`src/rtl/cpu_pkg.sv`:
```
// Shared CPU definitions used by the fetch stage and the opcode decoder.
//   PC_SRC_*          : decoder PC-source select encodings
//   fetch_state_t     : fetch FSM states
//   RESET_PC_DEFAULT  : default PC value loaded on reset
package cpu_pkg;

    localparam logic [1:0] PC_SRC_SEQ    = 2'b00;
    localparam logic [1:0] PC_SRC_JUMP   = 2'b01;
    localparam logic [1:0] PC_SRC_BRANCH = 2'b10;
    localparam logic [1:0] PC_SRC_RSVD   = 2'b11;

    // Explicit encodings keep the legacy state values.
    typedef enum logic [1:0] {
        S_REQ  = 2'b00,
        S_WAIT = 2'b01,
        S_HOLD = 2'b10
    } fetch_state_t;

    localparam logic [31:0] RESET_PC_DEFAULT = 32'h0000_0000;

endpackage

```
`src/rtl/pc_next_calc.sv`:
```
// Combinational next-PC computation for the retiring instruction.
//   inst_pc      : PC of the retiring instruction
//   inst_data    : retiring instruction word (jump target / branch imm)
//   pc_src       : decoder PC select (seq / jump / branch / reserved)
//   branch_taken : ALU condition for a branch
//   next_pc      : PC of the next instruction to fetch
//   rsvd_sel     : reserved pc_src encoding was presented
module pc_next_calc
    import cpu_pkg::*;
(
    input  logic [31:0] inst_pc,
    input  logic [31:0] inst_data,
    input  logic [1:0]  pc_src,
    input  logic        branch_taken,
    output logic [31:0] next_pc,
    output logic        rsvd_sel
);

    logic [31:0] p4;
    logic [31:0] br_off;
    logic        unused_opcode;

    assign p4     = inst_pc + 32'd4;
    // Sign-extended 16-bit immediate scaled to a byte offset.
    assign br_off = {{14{inst_data[15]}}, inst_data[15:0], 2'b00};
    assign unused_opcode = ^inst_data[31:26];

    always_comb begin
        next_pc  = p4;
        rsvd_sel = 1'b0;
        case (pc_src)
            PC_SRC_SEQ:    next_pc = p4;
            PC_SRC_JUMP:   next_pc = {p4[31:28], inst_data[25:0], 2'b00};
            PC_SRC_BRANCH: next_pc = branch_taken ? (p4 + br_off) : p4;
            default: begin
                next_pc  = p4;
                rsvd_sel = 1'b1;
            end
        endcase
    end

endmodule

```
`src/rtl/instr_fetch.sv`:
```
// Instruction fetch stage: holds the PC, issues one instruction-memory
// request at a time, buffers the returned word for decode and advances
// the PC when decode/execute retires it.
//   clk, rst        : clock, synchronous active-high reset
//   imem_req_*      : request channel to instruction memory
//   imem_rsp_*      : response channel from instruction memory
//   inst_*          : buffered instruction presented to decode
//   pc_src          : decoder PC select, sampled at retirement
//   branch_taken    : ALU branch condition, sampled at retirement
//   retired_count   : retired instruction count (wraps)
//   err_flag        : sticky protocol / encoding error
module instr_fetch
    import cpu_pkg::*;
#(
    parameter int unsigned ADDR_W   = 32,
    parameter logic [31:0] RESET_PC = RESET_PC_DEFAULT
) (
    input  logic              clk,
    input  logic              rst,
    output logic              imem_req_valid,
    output logic [ADDR_W-1:0] imem_req_addr,
    input  logic              imem_req_ready,
    input  logic              imem_rsp_valid,
    input  logic [31:0]       imem_rsp_data,
    output logic              inst_valid,
    output logic [31:0]       inst_data,
    output logic [ADDR_W-1:0] inst_pc,
    input  logic              inst_ready,
    input  logic [1:0]        pc_src,
    input  logic              branch_taken,
    output logic [31:0]       retired_count,
    output logic              err_flag
);

    fetch_state_t      state;
    logic [ADDR_W-1:0] pc;
    logic [31:0]       next_pc;
    logic              rsvd_sel;

    pc_next_calc u_pc_next_calc (
        .inst_pc      (inst_pc),
        .inst_data    (inst_data),
        .pc_src       (pc_src),
        .branch_taken (branch_taken),
        .next_pc      (next_pc),
        .rsvd_sel     (rsvd_sel)
    );

    // Request is driven straight from the state so it is stable until accepted.
    assign imem_req_valid = (state == S_REQ);
    assign imem_req_addr  = pc;

    always_ff @(posedge clk) begin
        if (rst) begin
            state         <= S_REQ;
            pc            <= RESET_PC;
            inst_valid    <= 1'b0;
            inst_data     <= '0;
            inst_pc       <= '0;
            retired_count <= '0;
            err_flag      <= 1'b0;
        end else begin
            // A response with no request in flight is dropped and flagged.
            if (imem_rsp_valid && state != S_WAIT)
                err_flag <= 1'b1;

            case (state)
                S_REQ: begin
                    if (imem_req_ready)
                        state <= S_WAIT;
                end
                S_WAIT: begin
                    if (imem_rsp_valid) begin
                        inst_data  <= imem_rsp_data;
                        inst_pc    <= pc;
                        inst_valid <= 1'b1;
                        state      <= S_HOLD;
                    end
                end
                S_HOLD: begin
                    if (inst_valid && inst_ready) begin
                        pc            <= next_pc;
                        retired_count <= retired_count + 32'd1;
                        inst_valid    <= 1'b0;
                        state         <= S_REQ;
                        if (rsvd_sel)
                            err_flag <= 1'b1;
                    end
                end
                default: state <= S_REQ;
            endcase
        end
    end

endmodule
```
`config.mk`:
```
export PLATFORM = sky130hd
export DESIGN_NAME = instr_fetch
export DESIGN_NICKNAME = d
export VERILOG_FILES = /design/src/rtl/cpu_pkg.sv /design/src/rtl/pc_next_calc.sv /design/src/rtl/instr_fetch.sv
export SDC_FILE = /design/constraint.sdc
export NUM_CORES = 1
export LEC_CHECK = 0
export BUFFER_PORTS_ARGS = -buffer_cell sky130_fd_sc_hd__clkbuf_2
export CAP_MARGIN = 40
export CORE_MARGIN = 2
export CORE_UTILIZATION = 35
export DETAILED_ROUTE_END_ITERATION = 6
export SYNTH_ARGS = -nofsm -noshare
export SYNTH_HDL_FRONTEND = slang
export SYNTH_SLANG_ARGS = --single-unit
```
`constraint.sdc`:
```
create_clock -name clk -period 3.5 [get_ports clk]
set_input_delay 0.175 -clock clk [delete_from_list [all_inputs] [get_ports clk]]
set_output_delay 0.175 -clock clk [all_outputs]
set_load 0.01 [all_outputs]
```
==> results.toml, run 1 <==
[placed_design]
postPlaceCellArea_um2 = 9503
hpwl_um = 19350
place_congestion = 0.9496
portBuffers = 170
place_ws_ns = -0.1045

[sta]
drv_slew = 0
max_freq_mhz = 285.1
tightest_slew_ns = 0.7516
post-route-min-period_ns = 3.508
timing.final.crit_share_pct = 100.2
setup_slack_ns = -0.007688
finalHoldViolations = 0
fin_skew_ns = 0.009108
maxSlewHeadroom_pct = 49.89
rsz0062_at_grt = "true"
setup_viol = 1

[flow_run]
drv_cap = 0

[drt]
ant_nets = 0
m1WireLength_um = 12750
top_layer = "met4"
wl_met3_um = 1491
remaining_drc_errors = 0
wl_per_cell_um = 17.22
vias = 8252
via_per_inst = 5.226
dr.pass1.iters = 4
drtIter0Drc = 574
wl_um = 27190
wl_met2_um = 12600

[clock_network]
cts-root-buf = "clkbuf_16"
clk_path_buf_depth = 2
cts_tree = "yes"
clkTransAtPathRegs_ns = 0.07
htreeDepth = 4
cts_buffers = 17
clk-insertion-delay-late_ns = 0.43
clock_sinks = 132

[floorplanning]
core_um2 = 21690
rows = 54
dieWidth_um = 152.2
start_util_pct = 35.45
dieHeight_um = 152.2
dieArea_um2 = 23170
ioPinCount = 171

[global_routing]
grt_overflow = 0
grt_pass1_wl_um = 43040
antenna_found_initial = 0
grt_pass1_vias = 7978
grt.total_usage_pct = 22.88
grt_max_degree = 72

[worst_setup_path]
cp_max_fo = 5
crit_family = "simple AND/OR/NAND/NOR gates"
crit_chain = "and4_4, nand3_1, buf_6, buf_4, nor4_4, xor2_1, ha_1, nand4_1, or3_1, nor3_2, or4_4, a211o_1, a311oi_2"
path_class = "reg -> reg"
endpoint_kind = "register"
crit_buf_inv = 2
worstPathArrival_ns = 3.83
required_ns = 3.83
startpoint_type = "register"
max_stage_delay_ns = 0.53
cp_slowest_cell = "or4_4"

[power]
p_int_uw = 2565
total_leakage_power_uw = 0.004752
ir_worst_vdd_mv = 0.2900
switchingPower_uw = 985.7
finalPower_uw = 3551
seqPwrFrac_pct = 43.5
p_per_area_nw_per_um2 = 332.3
swShare_pct = 27.76
p_comb_share_pct = 8.7
clkPwrFrac_pct = 47.8

[cells_and_area]
fin_area_um2 = 10690
n_antenna_cell = 0
post_route_cells_drive_above_1_share_pct = 29.48
area_growth_pct = 38.99
nNetsFinal = 1365
fin_util_pct = 49.27

[synth]
async_flop_share_pct = 0
ys.flop_type = "dfxtp_1"
synth_area_um2 = 7689
avgSynthCellArea_um2 = 7.727
yosys_register_bits = 132
yosysSeqAreaShare_pct = 34.37
syn_nets = 1074
synth.distinct_cells = 67
netlist_instances = 995
synth_edf_count = 0
ys_warn_count = 0

[run_status]
status = "finished with violations"
violations = "negative setup slack"

[worst_hold_path]
holdCritPathClass = "in -> reg"
final timing paths:
check / startpoint / end / slack (ns) / cells after the start
max: inst_pc[4] / imem_req_addr[31] / -0.008 / 13
max reg2reg: inst_pc[4] / imem_req_addr[31] / -0.008 / 13
min reg2reg: inst_data[31] / inst_data[31] / 0.46 / 2
min: imem_rsp_valid / err_flag / 0.03 / 3
cell type report:
class	instances	area [um2]
inverter	23	86.33
fill	2180	11000
clock inverter	15	121.4
clock buffer	17	425.4
multi-input combinational	787	4933
tap	280	350.3
sequential	132	2653
timing repair buffer	325	2117
registers in the layout, indices dropped and copies added, names as in the netlist:
register       flops
err_flag           1
imem_req_addr     32
inst_data         32
inst_pc           32
inst_valid         1
retired_count     32
state              2
placed cells by master, fill, tap and decap left out, types with 6 or more instances in the layout:
cell             n
ha_1            33
dlygate4sd3_1   32
xnor2_1         31
clkbuf_16       17
o211ai_1         6
dfxtp_2          8
xor2_1          35
o21ai_0         31
clkbuf_2       169
a211oi_1        11
a21o_1          17
nor2b_1          6
or3_1           12
inv_6            6
nand2_1        191
dfxtp_1        124
a221o_1          9
nor3_1          19
a221oi_1         7
nand4_1         20
buf_4          121
o21a_1           8
inv_1           22
and3_1          12
nand3_1         32
a21oi_1        116
nor2_1          79
o21bai_1         6
stage by stage:
stage	std cells	hold slack [ns]	setup TNS, ns
2_1_floorplan	995	0.3110	0
3_3_place_gp	1503	0.3969	-0.009136
3_5_place_dp	1503	0.4031	-0.1045
4_1_cts	1571	0.02649	0
5_1_grt	1579	0.04120	-0.1884
6_report	1579	0.03216	-0.007688
worst reg2reg max path, stage by stage (launching register included):
cell	delay, ns
dfxtp_2	0.33
and4_4	0.26
nand3_1	0.09
buf_6	0.16
buf_4	0.17
nor4_4	0.28
xor2_1	0.32
ha_1	0.33
nand4_1	0.17
or3_1	0.15
nor3_2	0.05
or4_4	0.53
a211o_1	0.28
a311oi_2	0.28
power by group through the flow:
stage / Clock [uW] / Sequential [uW] / Combinational, uW
CTS: 1730 / 1540 / 302
global route: 1800 / 1550 / 337
finish: 1700 / 1540 / 310
detailed placement: 0 / 1580 / 273
global placement: 0 / 1580 / 272
floorplan: 0 / 1580 / 145
metal layers:
| metal | global-route usage, % | vias up |
|---|---|---|
| met5 | 0 | - |
| met4 | 6.097 | 0 |
| met3 | 5.319 | 24 |
| met2 | 36.98 | 236 |
| met1 | 30.81 | 3900 |
| li1 | - | 4092 |
cell usage after synthesis, types with 3 or more instances:
cell	instances	share of area [%]
o21bai_1	6	0.59
nor3_1	22	1.4
o21ai_0	33	2.1
a211o_1	3	0.34
dfxtp_1	132	34
nand3_1	33	2.1
o211ai_1	6	0.59
nor2b_1	6	0.49
or3_1	13	1.1
inv_1	22	1.1
buf_6	7	1.0
nand2_1	191	9.3
xor2_1	37	4.2
a211oi_1	11	1.1
a22oi_1	3	0.29
a221oi_1	8	0.91
o21a_1	8	0.78
a21o_1	17	1.7
nand4_1	20	1.6
xnor2_1	34	3.9
and4_1	7	0.80
and3_1	13	1.1
a221o_1	9	1.2
and2_1	5	0.41
a21oi_1	119	7.7
a31oi_1	5	0.41
nor2_1	85	4.1
a311oi_1	3	0.34
nand2b_1	5	0.41
a21boi_0	3	0.29
ha_1	38	6.2
clkbuf_1	39	1.9
o31ai_1	4	0.39
nor4_1	4	0.33
repair_timing:
| action | CTS | global route |
|---|---|---|
| endpoints found under the hold margin | 32 | 0 |
| endpoints found under the setup margin | 3 | 9 |
| hold buffers | 32 | 0 |
| pin swaps | 5 | 18 |
| resized for setup | 10 | 34 |
| buffers inserted | 4 | 8 |
cell families after synthesis:
logic type | synth area share, %
compound gates | 20.94
flops | 34.37
xor+xnor | 8.088
buf+inv | 4.540
fa+ha+maj | 6.444
simple gates | 25.21
mux | 0.4068
No activity file was read; power rests on OpenSTA's default activity.
==> run 2: changes to the inputs <==
--- a/config.mk
+++ b/config.mk
@@ -7,6 +7,7 @@
 export LEC_CHECK = 0
 export BUFFER_PORTS_ARGS = -buffer_cell sky130_fd_sc_hd__clkbuf_2
 export CAP_MARGIN = 40
+export CORE_ASPECT_RATIO = 1.2
 export CORE_MARGIN = 2
 export CORE_UTILIZATION = 35
 export DETAILED_ROUTE_END_ITERATION = 6
==> run 2 against run 1 <==
The flow now finishes without violations; sequential cell count did not move; wire length is 0.79% higher; total power grew 5.7%; critical endpoint unchanged; via count is 2.2% higher; critical path depth down 1; utilization up 0.98 points; worst setup slack better by 0.036 ns; sequential power about the same; hold slack worse by 0.0011 ns; highest routed layer unchanged; clock skew barely moved; design area rose by 1.7%; cell count rose by 0.70%.
==> results.toml, run 2 (synthesis gave the netlist of run 1 again) <==
[run_status]
status = "complete, no violations"

[drt]
via_per_inst = 5.304
remaining_drc_errors = 0
drtIter0Drc = 407
wl_per_cell_um = 17.24
dr.pass1.iters = 7
wl_um = 27410
vias = 8434
ant_nets = 0

[floorplanning]
dieArea_um2 = 23170
ioPinCount = 171
start_util_pct = 35.55
core_um2 = 21630
dieWidth_um = 139.3
dieHeight_um = 166.4
rows = 59

[worst_setup_path]
cp_max_fo = 6
endpoint_kind = "register"
path_class = "reg -> reg"
startpoint_type = "register"
worstPathArrival_ns = 3.80
reg2reg_from = "inst_pc[14]"
required_ns = 3.83
startpoint = "inst_pc[14]"

[cells_and_area]
fin_area_um2 = 10870
final_cell_mix = "nand2_1 (190), clkbuf_2 (169), buf_4 (139)"
n_antenna_cell = 0
stdcell_count = 1590
post_route_cells_drive_above_1_share_pct = 30.62
nNetsFinal = 1382
area_growth_pct = 41.38
fillers = 2154
final_common_cell = "nand2_1"

[clock_network]
clock_sinks = 132
clk_path_buf_depth = 2
cts_tree = "yes"
cts-root-buf = "clkbuf_16"
cts_buffers = 17
htreeDepth = 4
clkTransAtPathRegs_ns = 0.06
clk-insertion-delay-late_ns = 0.42

[worst_hold_path]
holdCritPathClass = "in -> reg"
hp-start = "imem_rsp_valid"

[sta]
fin_skew_ns = 0.008854
setup_slack_ns = 0.02872
setup_viol = 0
maxSlewHeadroom_pct = 42.48
rsz0062_at_grt = "true"
tightest_slew_ns = 0.8627
finalHoldViolations = 0
timing.final.crit_share_pct = 99.18
drv_slew = 0
post-route-min-period_ns = 3.471
max_freq_mhz = 288.1

[power]
swShare_pct = 23.89
switchingPower_uw = 896.8
p_int_uw = 2857
total_leakage_power_uw = 0.004872
clkPwrFrac_pct = 50.6
ir_worst_vdd_mv = 0.3228
p_per_area_nw_per_um2 = 345.3
seqPwrFrac_pct = 41.2
p_comb_share_pct = 8.1

[global_routing]
grt.total_usage_pct = 22.92
grt_max_degree = 77
grt_pass1_vias = 8391
antenna_found_initial = 0
grt_pass1_wl_um = 43160
grt_overflow = 0

[placed_design]
post-place-cells = 1510
portBuffers = 170
place_congestion = 0.9389
place_ws_ns = -0.1649
hpwl_um = 19830
postPlaceCellArea_um2 = 9593

[flow_run]
drv_cap = 0
run 2: changes by cell type in the layout (fill, tap and decap cells not counted), sizes merged:
cell	change
buf	+17
clkbuf	+7
inv	-7
bufinv	+3
clkinvlp	-3
run 2: what timing repair did:
action,in CTS,in global routing
pin swaps,17,18
cloned,0,0
setup endpoints to repair,5,13
endpoints found under the hold margin,32,0
hold buffers,32,0
buffers inserted,8,8
gates resized for setup,11,34
run 2: power by group through the flow:
| stage | registers (uW) | clock network [uW] | logic (uW) |
|---|---|---|---|
| after floorplan | 1580 | 0 | 145 |
| after global placement | 1580 | 0 | 272 |
| after detailed placement | 1580 | 0 | 273 |
| after CTS | 1550 | 1940 | 302 |
| after global routing | 1550 | 2000 | 331 |
| final | 1550 | 1900 | 305 |
run 2: worst max-delay path, stage by stage, from the launching register on:
cell,delay (ns)
dfxtp_1,0.33
and4_4,0.27
nand4_4,0.17
buf_4,0.21
nor4_2,0.33
xor2_1,0.30
ha_1,0.31
nand4_1,0.19
or3_1,0.16
nor3_2,0.06
or4_4,0.53
a211o_1,0.27
a311oi_1,0.24
run 2: final cells by class:
cell class / count / area [um2] / area share (%)
flip-flops and latches: 132 / 2653 / 24.40
repair buffers: 342 / 2241 / 20.61
clock buffers: 24 / 501.7 / 4.616
multi-input cells: 787 / 4925 / 45.30
clock inverters: 8 / 121.4 / 1.116
inverters: 23 / 86.33 / 0.7942
well taps: 274 / 342.8 / 3.154
run 2: final timing paths:
check / to / slack [ns] / depth (start not counted)
max: imem_req_addr[31] / 0.03 / 12
min reg2reg: inst_data[29] / 0.46 / 2
max reg2reg: imem_req_addr[31] / 0.03 / 12
min: err_flag / 0.03 / 3
run 2: routing by layer:
layer,part of all wire (%),track usage (%),vias to the layer above
li1,-,-,4110
met1,41,26.76,4048
met2,50,40.54,226
met3,5.1,4.844,50
met4,3.2,9.442,0
met5,0,0,-
run 2: per-stage QoR:
stage | setup TNS, ns | hold WS [ns] | utilization, % | power, uW
floorplan | 0 | 0.3110 | - | 1725
global placement | -0.1443 | 0.4003 | 44.35 | 1852
detailed placement | -0.2651 | 0.4049 | 44.35 | 1853
CTS | 0 | 0.02210 | 49.22 | 3791
global route | -0.1585 | 0.03951 | 50.26 | 3881
finish | 0 | 0.03106 | 50.26 | 3754
